[config.mk]
export PLATFORM = sky130hd
export DESIGN_NAME = regfile_wr_arbiter_flat
export DESIGN_NICKNAME = d
export VERILOG_FILES = /design/src/rtl/regfile_wr_arbiter_pkg.sv /design/src/rtl/regfile_wr_arbiter_if.sv /design/src/rtl/regfile_wr_arbiter_rr_arbiter.sv /design/src/rtl/regfile_wr_arbiter.sv /design/src/flat_wrapper.sv
export SDC_FILE = /design/constraint.sdc
export NUM_CORES = 1
export LEC_CHECK = 0
export CORE_AREA = 3 3 138 140
export DETAILED_ROUTE_END_ITERATION = 8
export DIE_AREA = 0 0 141 143
export MAX_ROUTING_LAYER = met4
export PLACE_DENSITY = 0.7
export SLEW_MARGIN = 10
export SYNTH_ARGS = -nofsm -noshare
export SYNTH_HDL_FRONTEND = slang
export SYNTH_HIERARCHICAL = 1
export SYNTH_SLANG_ARGS = --single-unit
[constraint.sdc]
create_clock -name clk -period 4.7 [get_ports clk]
set_input_delay 0.94 -clock clk [delete_from_list [all_inputs] [get_ports clk]]
set_output_delay 0.94 -clock clk [all_outputs]
set_load 0.01 [all_outputs]
[src/rtl/regfile_wr_arbiter_pkg.sv]
// regfile_pkg: shared constants and types for the register-file write arbiter.
//   XZR_IDX    - index of the zero register; writes to it are accepted but dropped
//   REG_ADDR_W - register index width
//   REG_DATA_W - register data width
//   wb_req_t   - one writeback request (destination index + data)
//   sat_inc    - 16-bit saturating increment used by the optional stats counters
package regfile_pkg;
    localparam int              REG_ADDR_W = 5;
    localparam int              REG_DATA_W = 64;
    localparam logic [4:0]      XZR_IDX    = 5'd31;

    typedef struct packed {
        logic [REG_ADDR_W-1:0] addr;
        logic [REG_DATA_W-1:0] data;
    } wb_req_t;

    function automatic logic [15:0] sat_inc(input logic [15:0] v);
        return (v == 16'hFFFF) ? v : v + 16'd1;
    endfunction
endpackage

[src/rtl/regfile_wr_arbiter_if.sv]
// regfile_wr_arbiter_if: writeback request bus plus register-file write port.
//   req_valid/req_addr/req_data - per-producer requests (producer -> arbiter)
//   req_ready                   - one-hot grant (arbiter -> producer)
//   wr_en/wr_addr/wr_data       - registered write port (arbiter -> register file)
// Modports: slave = arbiter side, master = producers / register-file side.
interface regfile_wr_arbiter_if
    import regfile_pkg::*;
#(
    parameter int NREQ   = 4,
    parameter int ADDR_W = REG_ADDR_W,
    parameter int DATA_W = REG_DATA_W
);
    logic [NREQ-1:0]             req_valid;
    logic [NREQ-1:0][ADDR_W-1:0] req_addr;
    logic [NREQ-1:0][DATA_W-1:0] req_data;
    logic [NREQ-1:0]             req_ready;
    logic                        wr_en;
    logic [ADDR_W-1:0]           wr_addr;
    logic [DATA_W-1:0]           wr_data;

    modport slave (
        input  req_valid, req_addr, req_data,
        output req_ready, wr_en, wr_addr, wr_data
    );

    modport master (
        output req_valid, req_addr, req_data,
        input  req_ready, wr_en, wr_addr, wr_data
    );
endinterface

[src/rtl/regfile_wr_arbiter_rr_arbiter.sv]
// rr_arbiter: combinational rotating-priority arbiter.
//   valid - request vector
//   ptr   - highest-priority index this cycle
//   en    - when low no grant is produced
//   gnt   - one-hot grant (zero when nothing valid or en low)
//   idx   - encoded index of the granted requester (0 when no grant)
module rr_arbiter #(
    parameter int NREQ = 4,
    parameter int PW   = $clog2(NREQ)
) (
    input  logic [NREQ-1:0] valid,
    input  logic [PW-1:0]   ptr,
    input  logic            en,
    output logic [NREQ-1:0] gnt,
    output logic [PW-1:0]   idx
);
    logic          found;
    logic [PW-1:0] j;

    // Scan from ptr upward, wrapping; the first valid requester wins.
    always_comb begin
        gnt   = '0;
        idx   = '0;
        found = 1'b0;
        j     = '0;
        for (int k = 0; k < NREQ; k++) begin
            j = PW'((int'(ptr) + k) % NREQ);
            if (en && !found && valid[j]) begin
                found  = 1'b1;
                gnt[j] = 1'b1;
                idx    = j;
            end
        end
    end
endmodule

[src/rtl/regfile_wr_arbiter.sv]
// regfile_wr_arbiter: round-robin arbiter and registered write stage for the
// single register-file write port.
//   clk, reset_n - clock, asynchronous active-low reset
//   flush        - drops the pending output write and blocks grants this cycle
//   stall        - register file busy: no grant, output stage holds
//   wb           - request bus and write port (regfile_wr_arbiter_if.slave)
// Optional build macro REGFILE_ARB_STATS_EN adds:
//   grant_cnt    - per-requester saturating 16-bit accepted-transfer counters
//   xzr_drop_cnt - saturating 16-bit count of accepted writes to XZR
module regfile_wr_arbiter
    import regfile_pkg::*;
#(
    parameter int NREQ   = 4,
    parameter int ADDR_W = REG_ADDR_W,
    parameter int DATA_W = REG_DATA_W
) (
    input  logic                   clk,
    input  logic                   reset_n,
    input  logic                   flush,
    input  logic                   stall,
    regfile_wr_arbiter_if.slave    wb
`ifdef REGFILE_ARB_STATS_EN
    ,
    output logic [NREQ-1:0][15:0]  grant_cnt,
    output logic [15:0]            xzr_drop_cnt
`endif
);
    localparam int PW = $clog2(NREQ);

    logic [PW-1:0]     ptr;
    logic [PW-1:0]     gnt_idx;
    logic [NREQ-1:0]   gnt;
    logic              arb_en;
    logic              xfer;
    logic [ADDR_W-1:0] win_addr;
    logic [DATA_W-1:0] win_data;
    logic              win_xzr;
    logic              wr_en_q;
    logic [ADDR_W-1:0] wr_addr_q;
    logic [DATA_W-1:0] wr_data_q;

    // reset_n gates the grant so req_ready is zero throughout reset.
    assign arb_en = reset_n & ~stall & ~flush;

    rr_arbiter #(.NREQ(NREQ), .PW(PW)) u_arb (
        .valid (wb.req_valid),
        .ptr   (ptr),
        .en    (arb_en),
        .gnt   (gnt),
        .idx   (gnt_idx)
    );

    assign wb.req_ready = gnt;
    assign xfer         = |gnt;
    assign win_addr     = wb.req_addr[gnt_idx];
    assign win_data     = wb.req_data[gnt_idx];
    assign win_xzr      = (win_addr == ADDR_W'(XZR_IDX));

    always_ff @(posedge clk or negedge reset_n) begin
        if (!reset_n) begin
            ptr       <= '0;
            wr_en_q   <= 1'b0;
            wr_addr_q <= '0;
            wr_data_q <= '0;
        end else if (flush) begin
            // Flush wins over stall; index/data and ptr hold.
            wr_en_q <= 1'b0;
        end else if (!stall) begin
            if (xfer) begin
                ptr       <= (gnt_idx == PW'(NREQ - 1)) ? '0 : gnt_idx + 1'b1;
                wr_addr_q <= win_addr;
                wr_data_q <= win_data;
                wr_en_q   <= ~win_xzr;
            end else begin
                wr_en_q <= 1'b0;
            end
        end
    end

    assign wb.wr_en   = wr_en_q;
    assign wb.wr_addr = wr_addr_q;
    assign wb.wr_data = wr_data_q;

`ifdef REGFILE_ARB_STATS_EN
    // xfer already implies no stall, no flush and reset released.
    always_ff @(posedge clk or negedge reset_n) begin
        if (!reset_n) begin
            grant_cnt    <= '0;
            xzr_drop_cnt <= '0;
        end else begin
            for (int i = 0; i < NREQ; i++)
                if (gnt[i]) grant_cnt[i] <= sat_inc(grant_cnt[i]);
            if (xfer && win_xzr) xzr_drop_cnt <= sat_inc(xzr_drop_cnt);
        end
    end
`endif
endmodule

[src/flat_wrapper.sv]
// flat-port wrapper written by rule: the top's interface ports become plain ports
module regfile_wr_arbiter_flat import regfile_pkg::*;
#(
    parameter int NREQ   = 4,
    parameter int ADDR_W = REG_ADDR_W,
    parameter int DATA_W = REG_DATA_W
)
  (clk, reset_n, flush, stall, wb_req_valid, wb_req_addr, wb_req_data, wb_req_ready, wb_wr_en, wb_wr_addr, wb_wr_data);
  regfile_wr_arbiter_if #(.NREQ(NREQ), .ADDR_W(ADDR_W), .DATA_W(DATA_W)) wb_i ();
  input  logic clk;
  input  logic reset_n;
  input  logic flush;
  input  logic stall;
  input wire logic [$bits(wb_i.req_valid)-1:0] wb_req_valid;
  input wire logic [$bits(wb_i.req_addr)-1:0] wb_req_addr;
  input wire logic [$bits(wb_i.req_data)-1:0] wb_req_data;
  output wire logic [$bits(wb_i.req_ready)-1:0] wb_req_ready;
  output wire logic [$bits(wb_i.wr_en)-1:0] wb_wr_en;
  output wire logic [$bits(wb_i.wr_addr)-1:0] wb_wr_addr;
  output wire logic [$bits(wb_i.wr_data)-1:0] wb_wr_data;
  assign wb_i.req_valid = wb_req_valid;
  assign wb_i.req_addr = wb_req_addr;
  assign wb_i.req_data = wb_req_data;
  assign wb_req_ready = wb_i.req_ready;
  assign wb_wr_en = wb_i.wr_en;
  assign wb_wr_addr = wb_i.wr_addr;
  assign wb_wr_data = wb_i.wr_data;
  regfile_wr_arbiter #(.NREQ(NREQ), .ADDR_W(ADDR_W), .DATA_W(DATA_W)) u_core (.clk(clk), .reset_n(reset_n), .flush(flush), .stall(stall), .wb(wb_i));
endmodule
==> impl_metrics.ini <==
[outcome]
status = complete, no violations

[final_layout]
final_nets = 955
syn2layout_area_growth_pct = 81.1
layout_commonest_cell = clkdlybuf4s50_1
final_cell_mix = 356 x clkdlybuf4s50_1, 71 x mux4_2, 71 x dfrtp_1, 52 x mux2_2, 17 x mux2_4
drive_above_1_share_pct = 26.3
num-fill-cells = 1513

[synthesis]
synth_top_area_cell = dfrtp_1
seq_area_frac_synth_pct = 35.8
netlist.area_leader.share_pct = 35.8
async_flop_share_pct = 100
synth_flop_cell = dfrtp_1
synth_fp_nets = 608
synth.distinct_cells = 43
synth_edf_count = 0
yosysWarnings = 6
avgSynthCellArea_um2 = 15.9
syn_area_mm2 = 0.00503
synth_area_leaders = dfrtp_1 36%, mux4_2 32%, mux2_2 12%, mux2_4 5.1%, buf_6 2.0%
synthCells = 316
ys_seq_elements = 72

[run]
maxCapViolations = 0

[critical_path]
r2r-start = u_core/ptr[1]$_DFFE_PN0P_
r2r.worst_path.cells = 10
startpoint_type = input pin
endpoint_kind = primary output
startpoint = stall
critical_path_arrival_ns = 3.45
r2r_end = u_core/wb.wr_data[52]$_DFFE_PN0P_
path_cells = clkdlybuf4s50_1, nor3b_1, inv_1, nor4_2, a221o_2, clkdlybuf4s50_1
crit_slowest_cell = clkdlybuf4s50_1
cp_max_fo = 6
slowest_delay_ns = 0.54
critical_path_class = in -> out
cp_common_cell = clkdlybuf4s50_1
reg2reg_slack_ns = 0.98
worstPathRequired_ns = 3.76

[placement]
dpl.hpwl_mm = 15.0
gp_congestion = 0.995
io_buffers = 357

[drt]
postRouteWirelength_mm = 18.0
first_pass_iters = 4
num_vias = 4396
wl_per_cell_um = 20.1
drt-initial-drc-count = 242
ant_nets = 0
vias_per_cell = 4.90
route.detailed.drc = 0

[clock_network]
cts-root-buf = clkbuf_16
clock-sinks = 72
clkLatencyLatePin_ns = 0.33
h-tree-depth = 3
numCtsBuffers = 9
ctsHoldBuffers = 0
clk_pin_slew_ns = 0.06
cts_tree = done
clockBufferDepth = 2

[floorplan]
initial_utilization_pct = 28.0
io_pins = 358
core_area_mm2 = 0.0180
num_rows = 49
die-area_mm2 = 0.0202
die_w_um = 141
die_height_um = 143

[sta]
timing.hold.ws_ns = 0.504
finalHoldViolations = 0
fmax_mhz = 228
worst_pin_slew_ns = 0.650
finClkSkew_ns = 0.00811
maxSlewViolCount = 0
final.min_clock_period_ns = 4.39
post-route-period-util_pct = 93.4
rsz0062_at_grt = no
relSlewSlack_pct = 56.6
finalSetupViolCount = 0
setup-tns-final_ns = 0

[worst_hold_path]
holdCritPathClass = reg -> reg
hp-start = u_core/wb.wr_data[35]$_DFFE_PN0P_
holdPathStages = 1
hold_end = u_core/wb.wr_data[35]$_DFFE_PN0P_

[power_and_ir_drop]
leakagePower_nw = 3.38
ir_drop_v = 0.000190
p_per_area_mw_per_mm2 = 409

[grt]
antenna_found_initial = 1
first_global_vias = 4873
grt_pass1_wl_mm = 26.9
grt_max_degree = 73
grt_usage_pct = 17.9
overflow = 0
==> cells in the mapped netlist, types with 2 or more instances <==
master / n
clkbuf_1: 6
nand3b_1: 2
dfrtp_1: 72
buf_2: 9
o21ai_0: 3
mux4_2: 71
inv_1: 8
a221oi_1: 2
nand3_1: 2
a221o_2: 4
nor4_2: 2
buf_6: 9
buf_4: 2
a21oi_1: 5
ha_1: 8
or3b_1: 5
mux2_4: 17
nand2_1: 7
mux2_1: 2
nor2_1: 6
mux2_2: 52
==> flip-flops by register name (all words and copies together) (netlist names) <==
register and cells:
u_core/wb.wr_data 64, u_core/wb.wr_addr 5, u_core/ptr 2, u_core/wb.wr_en 1
==> critical path: cells and delay by family <==
kind / cells / cell delay [ns]
buffers and inverters: 3 / 1.29
and+or+nand+nor: 2 / 0.96
AOI/OAI and AO/OA: 1 / 0.25
==> worst max path at each step <==
stage                     depth (start not counted)  slack, ns                          endpoint
final                                             6       0.31                   wb_req_ready[2]
after global routing                              6       0.09                   wb_req_ready[3]
after CTS                                         6       0.18                   wb_req_ready[2]
after detailed placement                          6       0.29                   wb_req_ready[2]
after global placement                            6       0.44                   wb_req_ready[3]
after floorplan                                  12       1.26  u_core/wb.wr_data[0]$_DFFE_PN0P_
==> timing repair <==
action,4_1_cts,5_1_grt
buffers inserted,0,0
gates resized for setup,0,1
endpoints found under the setup margin,0,1
==> kinds of logic (layout without fill, tap and decap cells) <==
family                     after synthesis  after routing  share of synthesized area [%]
and+or+nand+nor                         33             33                           4.30
adders and majority gates                8              8                           1.99
DFF                                     72             72                           35.8
muxes                                  142            142                           49.0
AOI/OAI and AO/OA                       25             25                           4.01
buffers and inverters                   36            388                           4.93
other                                    0              1                              0
==> power by group <==
group	switching, mW	leakage [nW]	internal [mW]
Clock	0.264	0.157	0.467
Combinational	0.697	2.34	1.20
Sequential	0.179	0.886	0.916
==> routing by layer <==
metal / global-route usage [%] / up-vias / share of wire [%]
li1: - / 1983 / -
met1: 20.3 / 2144 / 36
met2: 31.3 / 251 / 53
met3: 4.35 / 18 / 8.3
met4: 5.61 / 0 / 2.1
met5: - / - / 0
==> through the flow <==
step / instance area (µm²) / std cells / setup WS (ns) / power (mW) / utilization, %
after detailed placement: 8780 / 881 / 0.291 / 3.03 / 48.9
after global routing: 9110 / 898 / 0.0923 / 3.94 / 50.7
after floorplan: 5030 / 316 / 1.26 / 1.98 / -
after global placement: 8780 / 881 / 0.436 / 2.98 / 48.9
final: 9110 / 898 / 0.312 / 3.72 / 50.7
after CTS: 9100 / 897 / 0.177 / 3.78 / 50.7
==> cell type report <==
| class | count | area, µm² | area share (%) |
|---|---|---|---|
| inverters | 8 | 30.0 | 0.330 |
| well taps | 229 | 287 | 3.15 |
| flip-flops and latches | 72 | 1800 | 19.8 |
| clock inverters | 6 | 91.3 | 1.00 |
| diodes | 1 | 2.50 | 0.0275 |
| clock buffers | 10 | 229 | 2.51 |
| repair buffers | 364 | 3660 | 40.2 |
| multi-input cells | 208 | 3010 | 33.0 |
(Power assumes the default switching activity.)
